$ cat src/rtl/inst_fetch_queue.sv
// rtl/inst_fetch_queue.sv - instruction fetch queue with one-cycle-latency memory reads
module inst_fetch_queue #(
    parameter int WIDTH = 32,
    parameter int DEPTH = 4
) (
    input  logic                       clock,
    input  logic                       reset,
    output logic [WIDTH-1:0]           inst_rdaddress,
    output logic                       inst_rden,
    input  logic [WIDTH-1:0]           inst_q,
    input  logic                       redirect,
    input  logic [WIDTH-1:0]           redirect_pc,
    output logic                       out_valid,
    output logic [WIDTH-1:0]           out_inst,
    output logic [WIDTH-1:0]           out_pc,
    input  logic                       out_ready,
    output logic [$clog2(DEPTH):0]     count
);

    localparam int PW = $clog2(DEPTH);
    localparam int CW = PW + 1;
    localparam logic [CW:0] DEPTH_W = (CW+1)'(DEPTH);

    logic [WIDTH-1:0] inst_mem [DEPTH];
    logic [WIDTH-1:0] pc_mem   [DEPTH];
    logic [PW-1:0]    head;
    logic [PW-1:0]    tail;
    logic [CW-1:0]    occ;
    logic [WIDTH-1:0] fetch_pc;
    logic [WIDTH-1:0] req_pc;
    logic             inflight;
    logic             discard;
    logic [CW:0]      committed;
    logic             head_valid;
    logic             push;
    logic             pop;

    // An outstanding read already owns a slot, so it counts against free space.
    assign committed  = {1'b0, occ} + {{CW{1'b0}}, inflight};
    assign head_valid = (occ != '0);

    assign inst_rden      = !reset && !redirect && (committed < DEPTH_W);
    assign inst_rdaddress = fetch_pc;

    assign push = inflight && !discard && !redirect && !reset;
    assign pop  = head_valid && out_ready && !redirect && !reset;

    assign out_valid = !reset && head_valid;
    assign out_inst  = out_valid ? inst_mem[head] : '0;
    assign out_pc    = out_valid ? pc_mem[head]   : '0;
    assign count     = occ;

    always_ff @(posedge clock) begin
        if (reset) begin
            fetch_pc <= '0;
            req_pc   <= '0;
            head     <= '0;
            tail     <= '0;
            occ      <= '0;
            inflight <= 1'b0;
            discard  <= 1'b0;
        end else if (redirect) begin
            fetch_pc <= redirect_pc;
            head     <= '0;
            tail     <= '0;
            occ      <= '0;
            inflight <= 1'b0;
            discard  <= 1'b1;
        end else begin
            inflight <= inst_rden;
            discard  <= 1'b0;
            if (inst_rden) begin
                req_pc   <= fetch_pc;
                fetch_pc <= fetch_pc + WIDTH'(1);
            end
            if (push) begin
                tail <= tail + PW'(1);
            end
            if (pop) begin
                head <= head + PW'(1);
            end
            case ({push, pop})
                2'b10:   occ <= occ + CW'(1);
                2'b01:   occ <= occ - CW'(1);
                default: occ <= occ;
            endcase
        end
    end

    // Storage carries no reset; only entries behind a nonzero count are ever observed.
    always_ff @(posedge clock) begin
        if (push) begin
            inst_mem[tail] <= inst_q;
            pc_mem[tail]   <= req_pc;
        end
    end

endmodule

$ cat config.mk
export PLATFORM = sky130hd
export DESIGN_NAME = inst_fetch_queue
export DESIGN_NICKNAME = d
export VERILOG_FILES = /design/src/rtl/inst_fetch_queue.sv
export SDC_FILE = /design/constraint.sdc
export NUM_CORES = 1
export LEC_CHECK = 0
export ABC_AREA = 1
export CAP_MARGIN = 20
export CORE_MARGIN = 4
export CORE_UTILIZATION = 55
export CTS_CLUSTER_SIZE = 20
export DETAILED_ROUTE_END_ITERATION = 7
export GPL_TIMING_DRIVEN = 0
export PLACE_DENSITY = 0.82
export SLEW_MARGIN = 15
export SYNTH_ARGS = -nofsm -noshare
export SYNTH_HDL_FRONTEND = slang
export SYNTH_SLANG_ARGS = --single-unit
$ cat constraint.sdc
create_clock -name clock -period 13.75 [get_ports clock]
set_input_delay 3.4375 -clock clock [delete_from_list [all_inputs] [get_ports clock]]
set_output_delay 3.4375 -clock clock [all_outputs]
set_load 0.02 [all_outputs]
==> flow_summary.toml <==
[drt]
antenna_left = 0
routed_wl_um = 34800
initialDrtViolationCount = 1192
met1_length_um = 13900
wl_per_cell_um = 18.3
firstDrtPassIters = 5
drcViolationCount = 0
vias = 10600
maxUsedRoutingLayer = "met4"
wl_met3_um = 3310
viasPerCell = 5.56
routed-wl-met2_um = 16600

[floorplanning]
initial_core_util = 0.562
row_count = 57
die_h_um = 166
io_pins = 169
die_w_um = 166
die_area_sq_um = 27600
core_sq_um = 24500

[global_routing]
grt_pass1_vias = 10300
grt_max_degree = 27
antenna_found_initial = 0
grt_usage = 0.242
gr-total-overflow = 0
grt_pass1_wl_um = 53500

[setup_path]
rr_endpoint = "inst_mem[3][25]"
path_common_cell = "clkdlybuf4s50_1"
path_buf_inv = 4
crit_path_max_fanout = 10
rr_worst_depth = 6
path_delay_family = "buffers and inverters"
crit_chain = "clkdlybuf4s50_1 -> nor2_1 -> inv_2 -> clkbuf_1 -> a21oi_1 -> clkdlybuf4s50_1"
reg2reg_from = "inflight"
ff2ff_setup_slack_ns = 11.55
crit_type = "input port to output port"
crit_path_end_kind = "output port"
cp.arrival_ns = 5.75
cpPeakStageDelay_ns = 0.67
cp.required_ns = 10.31
cp-start-kind = "input port"
cp_slowest_cell = "clkdlybuf4s50_1"

[clock_tree]
ctsHoldBuffers = 0
cts_root_buf = "clkbuf_16"
cts_tree = "done"
cts.path.max_buffers = 3
clock-sinks = 331
insertion_delay_ns = 0.51
postCtsSetupBuffers = 0
cts_htree_levels = 2
cts_buffers = 34
clk_pin_slew_ns = 0.06
ctsResizeCount = 0

[sta]
skew_ns = 0.0166
final_max_slew_viol_count = 0
setup_tns_ns = 0
rsz0062_at_grt = "false"
max-slew-margin-rel = 0.545
worst_pin_slew_ns = 0.682
fin_crit_sh = 0.669
setup_violations = 0
fmax_mhz = 109
period_needed_ns = 9.19
hold_ws_ns = 0.496
timing_hold_violations_final = 0

[cells_and_area]
fin_cells = 1905
area_delta_synth_final_pct = 24.7
antenna-diode-count = 0
multiInputGateArea_sq_um = 3980
seqCellArea_sq_um = 9190
nNetsFinal = 1631
drive_gt1_frac = 0.0721
nFillCells = 1664

[place]
io_buffers = 167
hpwl_um = 23000
dp.cells = 1844
gp_congestion = 0.887

[synth]
synth_edf_count = 256
ys_types = 35
synth_top_area_cell = "edfxtp_1"
synth-seq-cells = 331
ys_async_sr_fraction = 0
synth_nets = 1420
synth.area.top_cells = "edfxtp_1 56%, dfxtp_1 11%, nor2_1 9.5%"
yosys.area.top_type_share = 0.559
avgSynthCellArea_sq_um = 10.2
synth_cells = 1345
ys.flop_type = "edfxtp_1"
seq_area_frac_synth = 0.669
synth_area_sq_um = 13700
yosys_warnings = 0

[pwr]
leakage_uw = 0.00606
power_density_nw_per_um2 = 125
ir_drop_v = 0.0000773

[status]
status = "finished, final reports clean"

[min_path]
hold_start = "head[1]"
min_path_type = "flip-flop to flip-flop"
min_path_cells = 2
holdPathEnd = "head[1]"

[job]
max-cap-violations = 0
-- where the power goes --
group / switching, uW / leakage (uW) / internal [uW]
Sequential: 19.8 / 0.00294 / 1090
Clock: 370 / 0.000553 / 554
Combinational: 59.5 / 0.00257 / 47.8
-- cells in the mapped netlist (2+ instances only) --
master and n:
xor2_1 4, buf_1 13, clkbuf_1 31, o21ai_0 149, xnor2_1 3, nand2_2 3
nand3_1 34, inv_1 72, a31oi_1 7, ha_1 6, o21ai_1 23, buf_2 22
a22oi_1 2, edfxtp_1 256, and2_1 4, buf_4 3, nor2_4 3, a211oi_1 8
inv_2 6, nor2_1 348, nand2_1 135, nand3b_1 7, nor3_1 12, dfxtp_1 75
nor2_2 10, nand4_1 6, a21oi_1 95
-- cells by family (layout without fill, tap and decap cells) --
| logic type | after synthesis | in the layout | share of synthesized area |
|---|---|---|---|
| buffers and inverters | 148 | 384 | 0.0438 |
| adders and majority gates | 7 | 7 | 0.00692 |
| DFF | 331 | 331 | 0.669 |
| xor gates and xnor gates | 7 | 7 | 0.00446 |
| AOI/OAI and AO/OA | 286 | 286 | 0.107 |
| and+or+nand+nor | 566 | 566 | 0.169 |
-- per-layer routing --
metal,up-vias,GRT usage
met1,4920,0.328
met3,79,0.0376
met5,-,0
met2,584,0.394
met4,0,0.100
li1,5008,-
-- state kept, by name, summed over array words and instances (netlist names), 2 cells and up, named ones only --
register / flops
count: 3
head: 2
inst_mem: 128
inst_rdaddress: 32
pc_mem: 128
req_pc: 32
tail: 2
-- final cells by class --
| cell class | instances | area share |
|---|---|---|
| multi-input combinational | 866 | 0.232 |
| inverter | 78 | 0.0171 |
| sequential | 331 | 0.536 |
| clock inverter | 19 | 0.0120 |
| timing repair buffer | 175 | 0.107 |
| clock buffer | 42 | 0.0538 |
| buffer | 70 | 0.0180 |
| tap | 324 | 0.0237 |
-- stage by stage --
| stage | total power [uW] | utilization | setup WS [ns] | instance area [sq um] |
|---|---|---|---|---|
| global placement | 1230 | 0.647 | 4.24 | 15800 |
| global route | 2210 | 0.701 | 4.43 | 17100 |
| detailed placement | 1240 | 0.655 | 4.54 | 16000 |
| floorplan | 1180 | - | 5.80 | 13700 |
| finish | 2140 | 0.701 | 4.56 | 17100 |
| CTS | 2150 | 0.701 | 4.54 | 17100 |
-- worst max-delay path by stage --
stage,startpoint,to,slack [ns],depth (start not counted)
floorplan,reset,out_inst[12],5.80,4
global placement,reset,inst_mem[3][30],4.24,4
detailed placement,reset,out_pc[20],4.54,6
CTS,reset,out_pc[20],4.54,6
global route,reset,out_pc[16],4.43,6
finish,reset,out_pc[16],4.56,6
-- tightest hold or removal path: cells and delay by family (launching register included) --
| kind | cells | cell delay, ns |
|---|---|---|
| AO/OA/AOI/OAI | 1 | 0.08 |
| buffers and inverters | 1 | 0.07 |
| flip-flops | 1 | 0.30 |
-- placed cells by master, fill, tap and decap left out, drive strengths merged, types with 2 or more instances in the layout --
cell type      instances
nand3b                 7
a21oi                 95
buf                   47
nand3                 36
a31oi                  7
xnor2                  3
nor2                 362
and2                   4
xor2                   4
clkdlybuf4s50        167
clkinv                13
inv                   79
a211oi                 8
bufinv                 4
o21ai                172
edfxtp               256
ha                     6
nand2                138
a22oi                  2
nor3                  12
dfxtp                 75
clkbuf                73
nand4                  6
No activity file was read; power rests on OpenSTA's default activity.
